$ cat src/rtl/branch_update_queue_pkg.sv
// Shared types and sizes for the branch predictor update queue.
package branch_update_queue_pkg;

    localparam int unsigned PC_WIDTH            = 32;
    localparam int unsigned DEFAULT_QUEUE_WIDTH = 3;
    localparam int unsigned ENTRY_WIDTH         = PC_WIDTH + 1;

    typedef struct packed {
        logic [PC_WIDTH-1:0] pc;
        logic                taken;
    } entry_t;

endpackage

$ cat src/rtl/branch_update_queue_sync_fifo.sv
// Power-of-two synchronous FIFO with a global freeze; reusable by commit-side buffers.
module branch_update_queue_sync_fifo #(
    parameter int unsigned DATA_WIDTH = 33,
    parameter int unsigned ADDR_WIDTH = 3
) (
    input  logic                  clk,
    input  logic                  rst,
    input  logic                  rdy,
    input  logic                  push,
    input  logic                  pop,
    input  logic [DATA_WIDTH-1:0] wdata,
    output logic [DATA_WIDTH-1:0] rdata,
    output logic                  empty,
    output logic [ADDR_WIDTH:0]   count
);

    localparam int unsigned DEPTH   = 1 << ADDR_WIDTH;
    localparam int unsigned COUNT_W = ADDR_WIDTH + 1;

    logic [DATA_WIDTH-1:0] mem [DEPTH];
    logic [ADDR_WIDTH-1:0] head;
    logic [ADDR_WIDTH-1:0] tail;
    logic                  full;
    logic                  do_push;
    logic                  do_pop;

    assign full    = (count == COUNT_W'(DEPTH));
    assign empty   = (count == '0);
    assign do_push = rdy && push && !full;
    assign do_pop  = rdy && pop && !empty;
    assign rdata   = mem[head];

    // Storage is intentionally left out of reset.
    always_ff @(posedge clk) begin
        if (do_push) begin
            mem[tail] <= wdata;
        end
    end

    // Pointers wrap naturally because the depth is a power of two.
    always_ff @(posedge clk or negedge rst) begin
        if (!rst) begin
            head  <= '0;
            tail  <= '0;
            count <= '0;
        end else begin
            if (do_push) begin
                tail <= tail + ADDR_WIDTH'(1);
            end
            if (do_pop) begin
                head <= head + ADDR_WIDTH'(1);
            end
            case ({do_push, do_pop})
                2'b10:   count <= count + COUNT_W'(1);
                2'b01:   count <= count - COUNT_W'(1);
                default: count <= count;
            endcase
        end
    end

endmodule

$ cat src/rtl/branch_update_queue.sv
// Buffers committed branch outcomes and drains one per cycle to the predictor update port.
module branch_update_queue
    import branch_update_queue_pkg::*;
#(
    parameter int unsigned QUEUE_WIDTH   = DEFAULT_QUEUE_WIDTH,
    parameter int unsigned QUEUE_SIZE    = 1 << QUEUE_WIDTH,
    parameter int unsigned COUNTER_WIDTH = 32
) (
    input  logic                     clk,
    input  logic                     rst,
    input  logic                     rdy,
    input  logic                     commit_valid,
    input  logic [PC_WIDTH-1:0]      commit_pc,
    input  logic                     commit_taken,
    input  logic                     commit_predicted,
    output logic                     commit_ready,
    output logic                     update,
    output logic [PC_WIDTH-1:0]      update_pc,
    output logic                     update_result,
    output logic [COUNTER_WIDTH-1:0] branch_count,
    output logic [COUNTER_WIDTH-1:0] mispredict_count
);

    localparam int unsigned COUNT_W = QUEUE_WIDTH + 1;

    logic [QUEUE_WIDTH:0] count;
    logic                 empty;
    logic                 push;
    logic                 pop;
    entry_t               push_entry;
    entry_t               head_entry;

    // No look-ahead on a same-cycle pop: a full queue refuses commits.
    assign commit_ready = rdy && (count != COUNT_W'(QUEUE_SIZE));
    assign push         = commit_valid && commit_ready;
    assign pop          = rdy && !empty;

    always_comb begin
        push_entry       = '0;
        push_entry.pc    = commit_pc;
        push_entry.taken = commit_taken;
    end

    branch_update_queue_sync_fifo #(
        .DATA_WIDTH(ENTRY_WIDTH),
        .ADDR_WIDTH(QUEUE_WIDTH)
    ) u_fifo (
        .clk  (clk),
        .rst  (rst),
        .rdy  (rdy),
        .push (push),
        .pop  (pop),
        .wdata(push_entry),
        .rdata(head_entry),
        .empty(empty),
        .count(count)
    );

    // Update strobe holds through a pause so the predictor consumes it exactly once.
    always_ff @(posedge clk or negedge rst) begin
        if (!rst) begin
            update        <= 1'b0;
            update_pc     <= '0;
            update_result <= 1'b0;
        end else if (rdy) begin
            if (!empty) begin
                update        <= 1'b1;
                update_pc     <= head_entry.pc;
                update_result <= head_entry.taken;
            end else begin
                update <= 1'b0;
            end
        end
    end

    // Saturating performance counters, stepped only by accepted commits.
    always_ff @(posedge clk or negedge rst) begin
        if (!rst) begin
            branch_count     <= '0;
            mispredict_count <= '0;
        end else if (push) begin
            if (branch_count != '1) begin
                branch_count <= branch_count + COUNTER_WIDTH'(1);
            end
            if ((commit_taken != commit_predicted) && (mispredict_count != '1)) begin
                mispredict_count <= mispredict_count + COUNTER_WIDTH'(1);
            end
        end
    end

endmodule

$ cat config.mk
export PLATFORM = sky130hd
export DESIGN_NAME = branch_update_queue
export DESIGN_NICKNAME = d
export VERILOG_FILES = /design/src/rtl/branch_update_queue_pkg.sv /design/src/rtl/branch_update_queue_sync_fifo.sv /design/src/rtl/branch_update_queue.sv
export SDC_FILE = /design/constraint.sdc
export NUM_CORES = 1
export LEC_CHECK = 0
export CORE_UTILIZATION = 57
export CTS_CLUSTER_DIAMETER = 100
export DETAILED_ROUTE_END_ITERATION = 10
export GPL_TIMING_DRIVEN = 0
export PLACE_DENSITY = 0.89
export RECOVER_POWER = 100
export SLEW_MARGIN = 0
export SYNTH_ARGS = -nofsm -noshare
export SYNTH_HDL_FRONTEND = slang
export SYNTH_SLANG_ARGS = --single-unit
$ cat constraint.sdc
create_clock -name clk -period 5.5 [get_ports clk]
set_input_delay 1.1 -clock clk [delete_from_list [all_inputs] [get_ports clk]]
set_output_delay 1.1 -clock clk [all_outputs]
set_load 0.01 [all_outputs]
==> results.json <==
{
  "outcome": "finished, violations left",
  "violations": "capacitance limit, slew limit",
  "yosys_register_bits": 372,
  "rows": 58,
  "drt-initial-drc-count": 962,
  "synth_top_area_share": 0.535,
  "ys_warn_count": 0,
  "synth_seq_area_share": 0.717,
  "crit_chain": "dlygate4sd3_1 > nand2_1 > nor2_1 > nand2_1 > nor3b_2 > clkbuf_1 > clkbuf_1",
  "nets": 1092,
  "p_per_area_mw_per_mm2": 464,
  "crit_slowest_cell": "nor3b_2",
  "dr.pass1.iters": 5,
  "sequentialPowerShare": 0.429,
  "synthToLayoutAreaGrowth_pct": 22.1,
  "antenna_found_initial": 2,
  "die_y_um": 163,
  "gp_congestion": 0.839,
  "fin_util": 0.714,
  "syn-mean-instance-area_um2": 17.5,
  "cp_top_family": "buffers and inverters",
  "port_buffers": 136,
  "cts_htree_levels": 2,
  "cp_max_fo": 8,
  "pre_cts_slack_ns": 1.33,
  "cts_buffer_depth": 3,
  "post_cts_buffers": 0,
  "grt_first_pass_wirelength_um": 52700,
  "netlist_area_mm2": 0.0148,
  "async_reset_ff_frac": 0.290,
  "cts.clk_slew.worst_paths_ns": 0.06,
  "postCtsHoldBufs": 0,
  "path_buf_inv": 3,
  "worstPathArrival_ns": 4.66,
  "cp-end-kind": "flop",
  "grt_max_degree": 60,
  "power_switching_uw": 2420,
  "wl_um": 34500,
  "required_ns": 5.66,
  "rsz0062_at_grt": "no",
  "globalRouteMet1Util": 0.359,
  "setup_viol": 0,
  "worst_pin_slew_ns": 3.44,
  "grt_use_met3": 0.0500,
  "final_cell_mix": "264 x edfxtp_1, 133 x dlygate4sd3_1, 108 x dfrtp_1",
  "cts-buffers-inserted": 37,
  "clkLatencyLatePin_ns": 0.53,
  "grt_pass1_vias": 9031,
  "fin_crit_sh": 0.818,
  "path_class": "in2reg",
  "internal_power_uw": 5970,
  "start_util": 0.585,
  "hold_viol_final": 0,
  "clock-sinks": 372,
  "synth_cells": 846,
  "fill_cells": 1513,
  "grtUsageMet2": 0.446,
  "core_area_mm2": 0.0253,
  "antenna_left": 0,
  "grt-busiest-layer": "met2",
  "vias_per_cell": 6.19,
  "hp-class": "reg2reg",
  "ys.flop_type": "edfxtp_1",
  "setup_ws_ns": 1.00,
  "synth_cell_types": 51,
  "combPwrFrac": 0.255,
  "fp.dieW_um": 163,
  "regArea_mm2": 0.0106,
  "period_needed_ns": 4.50,
  "cts_root_buf": "clkbuf_16",
  "cts_tree": "done",
  "synth_edf_count": 264,
  "wl_per_cell_um": 24.5,
  "fmax_mhz": 222,
  "synthTopCellsByArea": "edfxtp_1 53%, dfrtp_1 18%, mux4_2 10%, xor2_1 2.5%, mux2i_1 2.2%",
  "yosysTopAreaCell": "edfxtp_1",
  "maxSlewHeadroom": -1.29,
  "cts-resized-gates": 0,
  "ioPinCount": 137,
  "dr_total_vias": 8697,
  "multi_input_area_mm2": 0.00398,
  "overflow": 0,
  "start_kind": "input port",
  "switching_share": 0.288,
  "groute.usage.overall": 0.268,
  "max_stage_delay_ns": 0.77,
  "p_clk_frac": 0.315,
  "dieArea_mm2": 0.0266,
  "max_cap_viol_count": 4,
  "slew_viol_final": 92,
  "drt_drc_violations_left": 0,
  "drive_gt1_frac": 0.156,
  "skew_ns": 0.0171,
  "power_leakage_uw": 0.00676,
  "final_common_cell": "edfxtp_1",
  "synth_nets": 891,
  "hpwl_um": 21500,
  "peakVddDrop_mv": 0.366
}
## stage by stage
stage	total power [µW]	area, µm²	instances	TNS [ns]	hold slack [ns]
after floorplan	4930	14800	846	0	0.483
after global placement	5700	16600	1312	-538.09	0.463
after detailed placement	5860	17000	1338	0	0.470
after CTS	8530	18300	1405	0	0.483
after global routing	8690	18100	1405	0	0.492
final	8390	18100	1406	0	0.470
## Yosys cell counts (2+ instances only)
cell type,number
a211oi_1,3
and2_1,3
and3_1,9
and4_1,5
buf_1,6
buf_2,13
clkbuf_1,13
dfrtp_1,108
edfxtp_1,264
ha_1,7
inv_1,10
mux2_2,3
mux2i_1,33
mux4_2,66
nand2_1,73
nand3_1,16
nand4_1,19
nand4_2,2
nor2_1,13
nor3_1,23
nor3_2,2
nor3b_1,4
nor4_1,17
nor4_2,3
nor4b_1,2
o21ai_0,35
xnor2_1,29
xor2_1,42
## layout make-up
class / count / share of cell area
flip-flops and latches: 372 / 0.587
multi-input cells: 428 / 0.220
repair buffers: 162 / 0.0898
clock buffers: 48 / 0.0535
well taps: 330 / 0.0228
clock inverters: 19 / 0.0158
plain buffers: 35 / 0.00857
inverters: 11 / 0.00228
diodes: 1 / 0.000138
## worst reg2reg max path, delay by kind of cell, from the launching register on
kind                   cells  cell delay [ns]
flip-flops                 1             0.31
buffers and inverters      3             1.45
AND/OR/NAND/NOR            4             1.76
## registers in the layout (all words and copies together), names as in the netlist
| name | cells |
|---|---|
| u_fifo.mem | 264 |
| u_fifo.tail | 3 |
| update | 1 |
| update_pc | 32 |
| update_result | 1 |
| u_fifo.count | 4 |
| branch_count | 32 |
| mispredict_count | 32 |
| u_fifo.head | 3 |
## metal layers
metal,part of all wire,wire length (µm)
met1,0.39,13300
met2,0.50,17300
met4,0.023,807
met5,0.00038,13
met3,0.089,3060
## cells by family after synthesis
kind of cell,synth area share
flops,0.717
simple gates,0.0797
mux,0.126
xor+xnor,0.0420
buf+inv,0.0136
compound gates,0.0156
fa+ha+maj,0.00591
## power by group through the flow
stage                     combinational (µW)  sequential, µW  clock [µW]
after detailed placement                2210            3650           0
final                                   2140            3600        2650
after global placement                  2060            3640           0
after CTS                               2260            3610        2670
after floorplan                         1250            3680           0
after global routing                    2290            3630        2770
## final timing paths
path,startpoint,end,slack (ns),cells past startpoint
worst max-delay path,rdy,u_fifo.mem[3][19],1.00,7
max in group asynchronous,rst,mispredict_count[21],1.82,1
worst min-delay path,update_result,update_result,0.47,2
worst min register to register,update_result,update_result,0.47,2
min in group asynchronous,rst,branch_count[10],1.73,1
worst max register to register,u_fifo.count[1],u_fifo.mem[3][19],1.62,7
Power figures use the tool's default switching activity.
